`config.mk`:
```
export PLATFORM = sky130hd
export DESIGN_NAME = ula_arbiter_ctrl_flat
export DESIGN_NICKNAME = d
export VERILOG_FILES = /design/src/rtl/ula_arbiter_ctrl_pkg.sv /design/src/rtl/ula_arbiter_ctrl_if.sv /design/src/rtl/ula_arbiter_ctrl_rr_pick.sv /design/src/rtl/ula_arbiter_ctrl.sv /design/src/flat_wrapper.sv
export SDC_FILE = /design/constraint.sdc
export NUM_CORES = 1
export LEC_CHECK = 0
export CAP_MARGIN = 10
export CELL_PAD_IN_SITES_DETAIL_PLACEMENT = 2
export CELL_PAD_IN_SITES_GLOBAL_PLACEMENT = 2
export CORE_ASPECT_RATIO = 1.4
export CORE_UTILIZATION = 25
export CTS_CLUSTER_DIAMETER = 200
export DETAILED_ROUTE_END_ITERATION = 8
export GPL_TIMING_DRIVEN = 0
export PLACE_DENSITY_LB_ADDON = 0.25
export SYNTH_ARGS = -nofsm -noshare
export SYNTH_HDL_FRONTEND = slang
export SYNTH_SLANG_ARGS = --single-unit
```
`constraint.sdc`:
```
create_clock -name clock -period 5.4 [get_ports clock]
set_clock_uncertainty 0.05 [all_clocks]
set_input_delay 1.62 -clock clock [delete_from_list [all_inputs] [get_ports clock]]
set_output_delay 1.62 -clock clock [all_outputs]
set_load 0.02 [all_outputs]
```
`src/rtl/ula_arbiter_ctrl_pkg.sv`:
```
`default_nettype none
// ============================================================================
// Module      : ula_arbiter_ctrl_pkg
// Description : Shared definitions for the ALU arbiter: opcode constants,
//               controller state encoding and the opcode support check.
// Revision    : 1.0 - initial release
// ============================================================================
package ula_arbiter_ctrl_pkg;

    localparam logic [4:0] OP_PASS = 5'b00010;
    localparam logic [4:0] OP_ADD  = 5'b00100;
    localparam logic [4:0] OP_SUB  = 5'b00101;
    localparam logic [4:0] OP_MUL  = 5'b00110;
    localparam logic [4:0] OP_DIV  = 5'b00111;
    localparam logic [4:0] OP_AND  = 5'b01000;
    localparam logic [4:0] OP_NAND = 5'b01001;
    localparam logic [4:0] OP_OR   = 5'b01010;
    localparam logic [4:0] OP_XOR  = 5'b01011;
    localparam logic [4:0] OP_CMP  = 5'b01100;
    localparam logic [4:0] OP_NOT  = 5'b01101;

    typedef enum logic [1:0] {
        ST_IDLE = 2'd0,
        ST_EXEC = 2'd1,
        ST_RESP = 2'd2
    } state_t;

    // PASS plus the contiguous block ADD..NOT are the only codes the ALU implements.
    function automatic logic opcode_supported(input logic [4:0] op);
        return (op == OP_PASS) || ((op >= OP_ADD) && (op <= OP_NOT));
    endfunction

endpackage
`default_nettype wire

```
`src/rtl/ula_arbiter_ctrl_if.sv`:
```
`default_nettype none
// ============================================================================
// Module      : ula_arbiter_ctrl_if
// Description : Bundle of the two request channels, two response channels,
//               the shared result bus and the ALU connection.
//               slave  : view of the arbiter (accepts requests, drives ALU)
//               master : view of the requesters and the ALU
// Revision    : 1.0 - initial release
// ============================================================================
interface ula_arbiter_ctrl_if;

    logic        req0_valid;
    logic        req0_ready;
    logic [15:0] req0_operando1;
    logic [15:0] req0_operando2;
    logic [4:0]  req0_opcode;

    logic        req1_valid;
    logic        req1_ready;
    logic [15:0] req1_operando1;
    logic [15:0] req1_operando2;
    logic [4:0]  req1_opcode;

    logic        resp0_valid;
    logic        resp0_ready;
    logic        resp1_valid;
    logic        resp1_ready;
    logic [31:0] resp_resultado;
    logic        resp_erro;

    logic [15:0] ula_operando1;
    logic [15:0] ula_operando2;
    logic [4:0]  ula_opcode;
    logic [31:0] ula_resultado;

    modport slave (
        input  req0_valid, req0_operando1, req0_operando2, req0_opcode,
        output req0_ready,
        input  req1_valid, req1_operando1, req1_operando2, req1_opcode,
        output req1_ready,
        output resp0_valid, resp1_valid, resp_resultado, resp_erro,
        input  resp0_ready, resp1_ready,
        output ula_operando1, ula_operando2, ula_opcode,
        input  ula_resultado
    );

    modport master (
        output req0_valid, req0_operando1, req0_operando2, req0_opcode,
        input  req0_ready,
        output req1_valid, req1_operando1, req1_operando2, req1_opcode,
        input  req1_ready,
        input  resp0_valid, resp1_valid, resp_resultado, resp_erro,
        output resp0_ready, resp1_ready,
        input  ula_operando1, ula_operando2, ula_opcode,
        output ula_resultado
    );

endinterface
`default_nettype wire

```
`src/rtl/ula_arbiter_ctrl_rr_pick.sv`:
```
`default_nettype none
// ============================================================================
// Module      : ula_rr_pick
// Description : Combinational two-way round-robin winner selection.
//               A lone requester always wins; on contention the requester
//               named by prio wins.
// Ports       : valid0, valid1 - request presence
//               prio           - 0: requester 0 favoured, 1: requester 1
//               grant0, grant1 - one-hot (or zero) winner
// Revision    : 1.0 - initial release
// ============================================================================
module ula_rr_pick (
    input  wire logic valid0,
    input  wire logic valid1,
    input  wire logic prio,
    output logic      grant0,
    output logic      grant1
);

    assign grant0 = valid0 & (~valid1 | ~prio);
    assign grant1 = valid1 & (~valid0 |  prio);

endmodule
`default_nettype wire

```
`src/rtl/ula_arbiter_ctrl.sv`:
```
`default_nettype none
// ============================================================================
// Module      : ula_arbiter_ctrl
// Description : Shares one combinational 16-bit ALU between two requesters.
//               Round-robin arbitration, registered ALU operands, fixed
//               execution wait (longer for MUL/DIV), result returned on a
//               shared bus to the issuing requester. Unsupported opcodes and
//               divide-by-zero are answered with an error without using the ALU.
// Ports       : clock, reset - rising-edge clock, async active-high reset
//               bus (slave)  - request/response channels and ALU connection
// Revision    : 1.0 - initial release
// ============================================================================
module ula_arbiter_ctrl
    import ula_arbiter_ctrl_pkg::*;
#(
    parameter int ALU_CYCLES    = 1,
    parameter int MULDIV_CYCLES = 4
) (
    input  wire logic          clock,
    input  wire logic          reset,
    ula_arbiter_ctrl_if.slave  bus
);

    localparam int CNT_MAX = (ALU_CYCLES > MULDIV_CYCLES) ? ALU_CYCLES : MULDIV_CYCLES;
    localparam int CNT_W   = $clog2(CNT_MAX + 1);

    state_t             r_state;
    logic               r_prio;
    logic               r_owner;
    logic [CNT_W-1:0]   r_cnt;
    logic [1:0]         r_resp_valid;
    logic [31:0]        r_resp_resultado;
    logic               r_resp_erro;
    logic [15:0]        r_ula_operando1;
    logic [15:0]        r_ula_operando2;
    logic [4:0]         r_ula_opcode;

    logic               w_grant0;
    logic               w_grant1;
    logic               w_idle;
    logic               w_accept;
    logic               w_sel;
    logic [15:0]        w_op1;
    logic [15:0]        w_op2;
    logic [4:0]         w_opcode;
    logic               w_is_muldiv;
    logic               w_reject;
    logic               w_owner_resp_ready;

    ula_rr_pick u_pick (
        .valid0 (bus.req0_valid),
        .valid1 (bus.req1_valid),
        .prio   (r_prio),
        .grant0 (w_grant0),
        .grant1 (w_grant1)
    );

    assign w_idle   = (r_state == ST_IDLE);
    assign w_accept = w_idle & (w_grant0 | w_grant1);
    assign w_sel    = w_grant1;

    // Ready is masked by reset so that every output reads zero while reset is held.
    assign bus.req0_ready = w_idle & w_grant0 & ~reset;
    assign bus.req1_ready = w_idle & w_grant1 & ~reset;

    assign w_op1    = w_sel ? bus.req1_operando1 : bus.req0_operando1;
    assign w_op2    = w_sel ? bus.req1_operando2 : bus.req0_operando2;
    assign w_opcode = w_sel ? bus.req1_opcode    : bus.req0_opcode;

    assign w_is_muldiv = (w_opcode == OP_MUL) || (w_opcode == OP_DIV);
    assign w_reject    = ~opcode_supported(w_opcode) ||
                         ((w_opcode == OP_DIV) && (w_op2 == 16'd0));

    // Only the owner's response-ready matters; the other requester is ignored.
    assign w_owner_resp_ready = r_owner ? bus.resp1_ready : bus.resp0_ready;

    always_ff @(posedge clock or posedge reset) begin
        if (reset) begin
            r_state          <= ST_IDLE;
            r_prio           <= 1'b0;
            r_owner          <= 1'b0;
            r_cnt            <= '0;
            r_resp_valid     <= 2'b00;
            r_resp_resultado <= 32'd0;
            r_resp_erro      <= 1'b0;
            r_ula_operando1  <= 16'd0;
            r_ula_operando2  <= 16'd0;
            r_ula_opcode     <= 5'd0;
        end else begin
            case (r_state)
                ST_IDLE: begin
                    if (w_accept) begin
                        r_owner <= w_sel;
                        r_prio  <= ~w_sel;
                        if (w_reject) begin
                            // ALU inputs keep their previous value on a rejected request.
                            r_resp_resultado <= 32'd0;
                            r_resp_erro      <= 1'b1;
                            r_resp_valid     <= w_sel ? 2'b10 : 2'b01;
                            r_state          <= ST_RESP;
                        end else begin
                            r_ula_operando1 <= w_op1;
                            r_ula_operando2 <= w_op2;
                            r_ula_opcode    <= w_opcode;
                            r_cnt           <= w_is_muldiv ? CNT_W'(MULDIV_CYCLES)
                                                           : CNT_W'(ALU_CYCLES);
                            r_state         <= ST_EXEC;
                        end
                    end
                end

                ST_EXEC: begin
                    r_cnt <= r_cnt - CNT_W'(1);
                    if (r_cnt == CNT_W'(1)) begin
                        r_resp_resultado <= bus.ula_resultado;
                        r_resp_erro      <= 1'b0;
                        r_resp_valid     <= r_owner ? 2'b10 : 2'b01;
                        r_state          <= ST_RESP;
                    end
                end

                ST_RESP: begin
                    // Result data stays on the bus after the handshake; only valid drops.
                    if (w_owner_resp_ready) begin
                        r_resp_valid <= 2'b00;
                        r_state      <= ST_IDLE;
                    end
                end

                default: begin
                    r_resp_valid <= 2'b00;
                    r_state      <= ST_IDLE;
                end
            endcase
        end
    end

    assign bus.resp0_valid    = r_resp_valid[0];
    assign bus.resp1_valid    = r_resp_valid[1];
    assign bus.resp_resultado = r_resp_resultado;
    assign bus.resp_erro      = r_resp_erro;
    assign bus.ula_operando1  = r_ula_operando1;
    assign bus.ula_operando2  = r_ula_operando2;
    assign bus.ula_opcode     = r_ula_opcode;

endmodule
`default_nettype wire

```
`src/flat_wrapper.sv`:
```
// flat-port wrapper written by rule: the top's interface ports become plain ports
module ula_arbiter_ctrl_flat import ula_arbiter_ctrl_pkg::*;
#(
    parameter int ALU_CYCLES    = 1,
    parameter int MULDIV_CYCLES = 4
)
  (clock, reset, bus_req0_valid, bus_req0_operando1, bus_req0_operando2, bus_req0_opcode, bus_req0_ready, bus_req1_valid, bus_req1_operando1, bus_req1_operando2, bus_req1_opcode, bus_req1_ready, bus_resp0_valid, bus_resp1_valid, bus_resp_resultado, bus_resp_erro, bus_resp0_ready, bus_resp1_ready, bus_ula_operando1, bus_ula_operando2, bus_ula_opcode, bus_ula_resultado);
  ula_arbiter_ctrl_if bus_i ();
  input  wire logic clock;
  input  wire logic reset;
  input wire logic [$bits(bus_i.req0_valid)-1:0] bus_req0_valid;
  input wire logic [$bits(bus_i.req0_operando1)-1:0] bus_req0_operando1;
  input wire logic [$bits(bus_i.req0_operando2)-1:0] bus_req0_operando2;
  input wire logic [$bits(bus_i.req0_opcode)-1:0] bus_req0_opcode;
  output wire logic [$bits(bus_i.req0_ready)-1:0] bus_req0_ready;
  input wire logic [$bits(bus_i.req1_valid)-1:0] bus_req1_valid;
  input wire logic [$bits(bus_i.req1_operando1)-1:0] bus_req1_operando1;
  input wire logic [$bits(bus_i.req1_operando2)-1:0] bus_req1_operando2;
  input wire logic [$bits(bus_i.req1_opcode)-1:0] bus_req1_opcode;
  output wire logic [$bits(bus_i.req1_ready)-1:0] bus_req1_ready;
  output wire logic [$bits(bus_i.resp0_valid)-1:0] bus_resp0_valid;
  output wire logic [$bits(bus_i.resp1_valid)-1:0] bus_resp1_valid;
  output wire logic [$bits(bus_i.resp_resultado)-1:0] bus_resp_resultado;
  output wire logic [$bits(bus_i.resp_erro)-1:0] bus_resp_erro;
  input wire logic [$bits(bus_i.resp0_ready)-1:0] bus_resp0_ready;
  input wire logic [$bits(bus_i.resp1_ready)-1:0] bus_resp1_ready;
  output wire logic [$bits(bus_i.ula_operando1)-1:0] bus_ula_operando1;
  output wire logic [$bits(bus_i.ula_operando2)-1:0] bus_ula_operando2;
  output wire logic [$bits(bus_i.ula_opcode)-1:0] bus_ula_opcode;
  input wire logic [$bits(bus_i.ula_resultado)-1:0] bus_ula_resultado;
  assign bus_i.req0_valid = bus_req0_valid;
  assign bus_i.req0_operando1 = bus_req0_operando1;
  assign bus_i.req0_operando2 = bus_req0_operando2;
  assign bus_i.req0_opcode = bus_req0_opcode;
  assign bus_req0_ready = bus_i.req0_ready;
  assign bus_i.req1_valid = bus_req1_valid;
  assign bus_i.req1_operando1 = bus_req1_operando1;
  assign bus_i.req1_operando2 = bus_req1_operando2;
  assign bus_i.req1_opcode = bus_req1_opcode;
  assign bus_req1_ready = bus_i.req1_ready;
  assign bus_resp0_valid = bus_i.resp0_valid;
  assign bus_resp1_valid = bus_i.resp1_valid;
  assign bus_resp_resultado = bus_i.resp_resultado;
  assign bus_resp_erro = bus_i.resp_erro;
  assign bus_i.resp0_ready = bus_resp0_ready;
  assign bus_i.resp1_ready = bus_resp1_ready;
  assign bus_ula_operando1 = bus_i.ula_operando1;
  assign bus_ula_operando2 = bus_i.ula_operando2;
  assign bus_ula_opcode = bus_i.ula_opcode;
  assign bus_i.ula_resultado = bus_ula_resultado;
  ula_arbiter_ctrl #(.ALU_CYCLES(ALU_CYCLES), .MULDIV_CYCLES(MULDIV_CYCLES)) u_core (.clock(clock), .reset(reset), .bus(bus_i));
endmodule
```
### Word-level counts from Yosys, hierarchy flattened

Cells that the tools add are included.

| cells by class | value |
|---|---|
| add/subtract/negate cells | 1 |
| $lt $le $gt $ge | 2 |
| eq/ne operators | 11 |
| muxes and demuxes | 27 |
| bitwise gates (word level) | 17 |
| reductions and logical operators | 14 |

Operators with widths:

| operator | number |
|---|---|
| 32-bit two-way mux | 3 |
| 32-bit case mux with 2 select lines | 1 |
| 16-bit two-way mux | 2 |
| 2-bit two-way mux | 9 |
| 16-bit zero test | 1 |
| 2-bit case mux with 3 select lines | 2 |
| 5-bit by 3-bit equality test with 1-bit output (second input constant) | 2 |
| 3-bit two-way mux | 3 |
| 3-bit AND reduction | 3 |
| 4-bit AND reduction | 2 |
| 1-bit AND | 7 |
| 1-bit inverter | 7 |
| 2-bit inequality test (second input constant) | 3 |
| 3-bit case mux with 2 select lines | 1 |
| 5-bit by 2-bit equality test with 1-bit output (second input constant) | 1 |
| 5-bit by 3-bit >= comparator with 1-bit output (second input constant) | 1 |
| 5-bit by 4-bit <= comparator with 1-bit output (second input constant) | 1 |
| 5-bit two-way mux | 1 |
| 1-bit two-way mux | 4 |
| 2-bit by 1-bit inequality test with 1-bit output (second input constant) | 2 |
| 3-bit by 1-bit equality test with 1-bit output (second input constant) | 1 |
| 1-bit logical OR | 3 |
| 1-bit bitwise OR | 3 |
| 3-bit by 1-bit subtractor with 3-bit output (second input constant) | 1 |
| 7 further kinds | 8 |

| storage, ports and cells | value |
|---|---|
| flip-flop bits (word level) | 79 |

### Logic depth before layout (Yosys ltp)

| logic depth | value |
|---|---|
| depth in word-level cells | 12 |
| mapped depth | 9 |
| gate-level depth less buffers | 8 |

### Hierarchy

From an unflattened synthesis, not the netlist that was laid out.

| unflattened totals | value |
|---|---|
| cells, all modules | 331 |
| area, all modules | 3,646.0 um^2 |

By module, submodules not included:

| module | instances | cells an instance | area each (um^2) |
|---|---|---|---|
| ula_arbiter_ctrl | 1 | 328 | 3,627.2 |
| ula_rr_pick | 1 | 3 | 18.8 |

### Least setup slack after synthesis

OpenSTA, ideal clock, no wires.

| timing path | value |
|---|---|
| kind | in2out |
| start | input port reset |
| end | output port bus_req0_ready |
| arrival | 3.790 ns |
| required time | 3.730 ns |
| slack | -0.060 ns |
| stages on the path | 2 |
| cells stage by stage | inv_1 o2111a_1 |

| on the way | value |
|---|---|
| word-level cells in the longest chain between the ends | 2 |

Ends and longest elaborated chain:

| what | line | text |
|---|---|---|
| start: declaration | flat_wrapper.sv:10 | `input wire logic reset;` |
| 1-bit inverter | ula_arbiter_ctrl.sv:63 | `assign bus.req0_ready = w_idle & w_grant0 & ~reset;` |
| 1-bit AND | ula_arbiter_ctrl.sv:63 |  |
| end: declaration | flat_wrapper.sv:15 | `output wire logic [$bits(bus_i.req0_ready)-1:0] bus_req0_ready;` |

No other way between the ends.

### Worst setup path after layout

Same ends and word-level chain as after synthesis.

==> impl_metrics.ini <==
[run_status]
status = complete, no violations

[die]
dieArea_um2 = 16000
initial_core_util_pct = 25.8
ioPinCount = 186
core-area_um2 = 15100
die_y_um = 149
rows = 53
die_w_um = 107

[cts]
clk_pin_slew_worst_paths_ns = 0.06
tritoncts = yes
root_buffer = clkbuf_16
clockBufferDepth = 2
cts_max_level = 3
cts_setup_buffers = 0
clock_sinks = 79
numCtsBuffers = 9
clock_latency_ns = 0.33

[setup_path]
end_kind = primary output
cp.arrival_ns = 3.55
path_class = in -> out
worstPathRequired_ns = 3.73
path_cells = clkdlybuf4s50_1 -> clkinvlp_4 -> buf_12 -> buf_16 -> o2111a_1 -> clkdlybuf4s50_1
path_buf_inv = 5
crit_top_cell = clkdlybuf4s50_1
rrSetupSlack_ns = 2.76
start_kind = input pin
ff2ff_path_depth = 7
worstReg2RegStart = u_core.r_prio
crit_end = bus_req0_ready
slowest_stage = clkdlybuf4s50_1
crit_fanout = 20
path_depth = 6
max_stage_delay_ns = 0.61
reg2reg_to = u_core.bus.resp_resultado[20]
crit_family = buffers and inverters
crit_start = reset

[routing]
drc = 0
wl_per_cell_um = 18.7
postRouteWirelength_mm = 13.4
drt-vias-per-instance = 4.71
vias = 3390
drtPass1Iterations = 4
drtIter0Drc = 55
drtAntennaViolNets = 0

[place]
dpl.hpwl_mm = 10.3
placed_cells = 702
io_buffers = 183
gp_congestion = 0.789
place_area_um2 = 5990

[global_routing]
track_usage_pct = 17.3
globalRouteOverflowTotal = 0
grt_pass1_vias = 3952
grt_pass1_wl_mm = 21.1
antenna_found_initial = 0
grt_max_degree = 41

[synth]
ys_seq_area_share_pct = 51.0
netlist_area_um2 = 3880
syn_nets = 439
synth-seq-cells = 79
yosysTopAreaCellShare_pct = 51.0
yosysWarnings = 0
avgSynthCellArea_um2 = 11.9
synth_cells = 325
synthTopCellsByArea = dfrtp_1, mux2_2, a22o_1
synth_cell_types = 44
async_flop_share_pct = 100
synth-edff-count = 0
yosys.area.top_type = dfrtp_1
ys.flop_type = dfrtp_1

[timing]
fmax_mhz = 191
post-route-min-period_ns = 5.22
drv_slew = 0
timing.hold.ws_ns = 0.444
maxSlewHeadroom_pct = 45.1
setup_viol = 0
rsz0062_at_grt = false
tightest_slew_ns = 0.817
fin_crit_sh_pct = 96.7
finalHoldViolCount = 0

[layout]
diodes = 0
layout_commonest_cell = clkdlybuf4s50_1
area_delta_synth_final_pct = 64.2
final_cells = 719
final_area_um2 = 6370
nets = 636
layout-drive-gt1-share_pct = 17.3
layout_common_cells = clkdlybuf4s50_1, dfrtp_1, nand2_1

[power_and_ir_drop]
vdd_drop_max_mv = 0.162
p_leak_uw = 0.00277
p_per_area_nw_per_um2 = 482

[run]
drv_cap = 0

[worst_hold_path]
min_path_type = reg -> reg
[layout make-up]
class                   instances  area, um2
plain buffers                  18        120
clock buffers                  12        256
clock inverters                 4       53.8
fillers                      1552       8690
inverters                       5       22.5
multi-input cells             222       1760
flip-flops and latches         79       1980
well taps                     192        240
repair buffers                187       1940
[metrics by stage]
| step | power [uW] | worst slack, ns | utilization, % | TNS, ns |
|---|---|---|---|---|
| after CTS | 3120 | 0.0513 | 42.1 | 0 |
| final | 3070 | 0.177 | 42.3 | 0 |
| after global routing | 3240 | 0.0889 | 42.3 | 0 |
| after detailed placement | 2460 | -0.335 | 39.8 | -0.379 |
| after global placement | 2410 | -1.25 | 39.5 | -2.41 |
| after floorplan | 1760 | 0.475 | - | 0 |
[state kept, by name (all words and copies together) (netlist names)]
name / cells
u_core.bus.ula_operando2: 16
u_core.bus.resp_erro: 1
u_core.bus.resp_resultado: 32
u_core.bus.ula_opcode: 5
u_core.r_owner: 1
u_core.r_state: 2
u_core.r_cnt: 3
u_core.r_resp_valid: 2
u_core.bus.ula_operando1: 16
u_core.r_prio: 1
[worst min path at each step]
stage	from	end	slack, ns	cells past startpoint
floorplan	u_core.r_cnt[1]	u_core.r_cnt[1]	0.41	2
global placement	u_core.r_cnt[1]	u_core.r_cnt[1]	0.42	2
detailed placement	u_core.bus.ula_opcode[4]	u_core.bus.ula_opcode[4]	0.43	1
CTS	u_core.bus.ula_opcode[4]	u_core.bus.ula_opcode[4]	0.45	1
global route	u_core.bus.resp_resultado[17]	u_core.bus.resp_resultado[17]	0.46	1
finish	u_core.bus.resp_resultado[17]	u_core.bus.resp_resultado[17]	0.44	1
[layer usage]
metal	wire, um	up-vias	track usage, %
met3	865	13	3.67
met5	0	-	0
li1	-	1567	-
met2	7160	123	32.5
met1	5170	1687	19.0
met4	215	0	5.89
[timing repair]
item / in CTS / in global routing
gates resized for setup: 2 / 0
hold buffers: 0 / 0
endpoints found under the setup margin: 2 / 1
gates cloned: 1 / 1
[worst register-to-register path, cell delays in order (launching register included)]
cell	delay, ns
dfrtp_1	0.41
nand2b_4	0.18
nand3_1	0.11
a2bb2o_4	0.23
a21o_4	0.24
o31ai_1	0.67
clkbuf_1	0.47
a22o_1	0.22
[where the power goes]
part / internal, uW / switching (uW) / total [uW]
sequential: 825 / 148 / 973
combinational: 770 / 694 / 1460
clock: 384 / 246 / 630
[synth_stat cells (4+ instances only)]
cell type,number
a22o_1,33
nor2b_1,4
o21ai_0,4
nand2_1,58
or4_1,4
mux2_4,18
mux2_2,38
inv_1,5
mux2i_1,5
nor2_1,11
clkbuf_1,11
dfrtp_1,79
a21oi_1,6
[logic make-up (layout without fill, tap and decap cells)]
kind of cell,after synthesis,after routing,synth area share (%)
simple gates,98,98,12.1
fa+ha+maj,2,2,0.645
buf+inv,24,226,3.65
flops,79,79,51.0
compound gates,61,61,13.3
mux,61,61,19.3
Note: power is estimated with default switching activity, not from simulation.
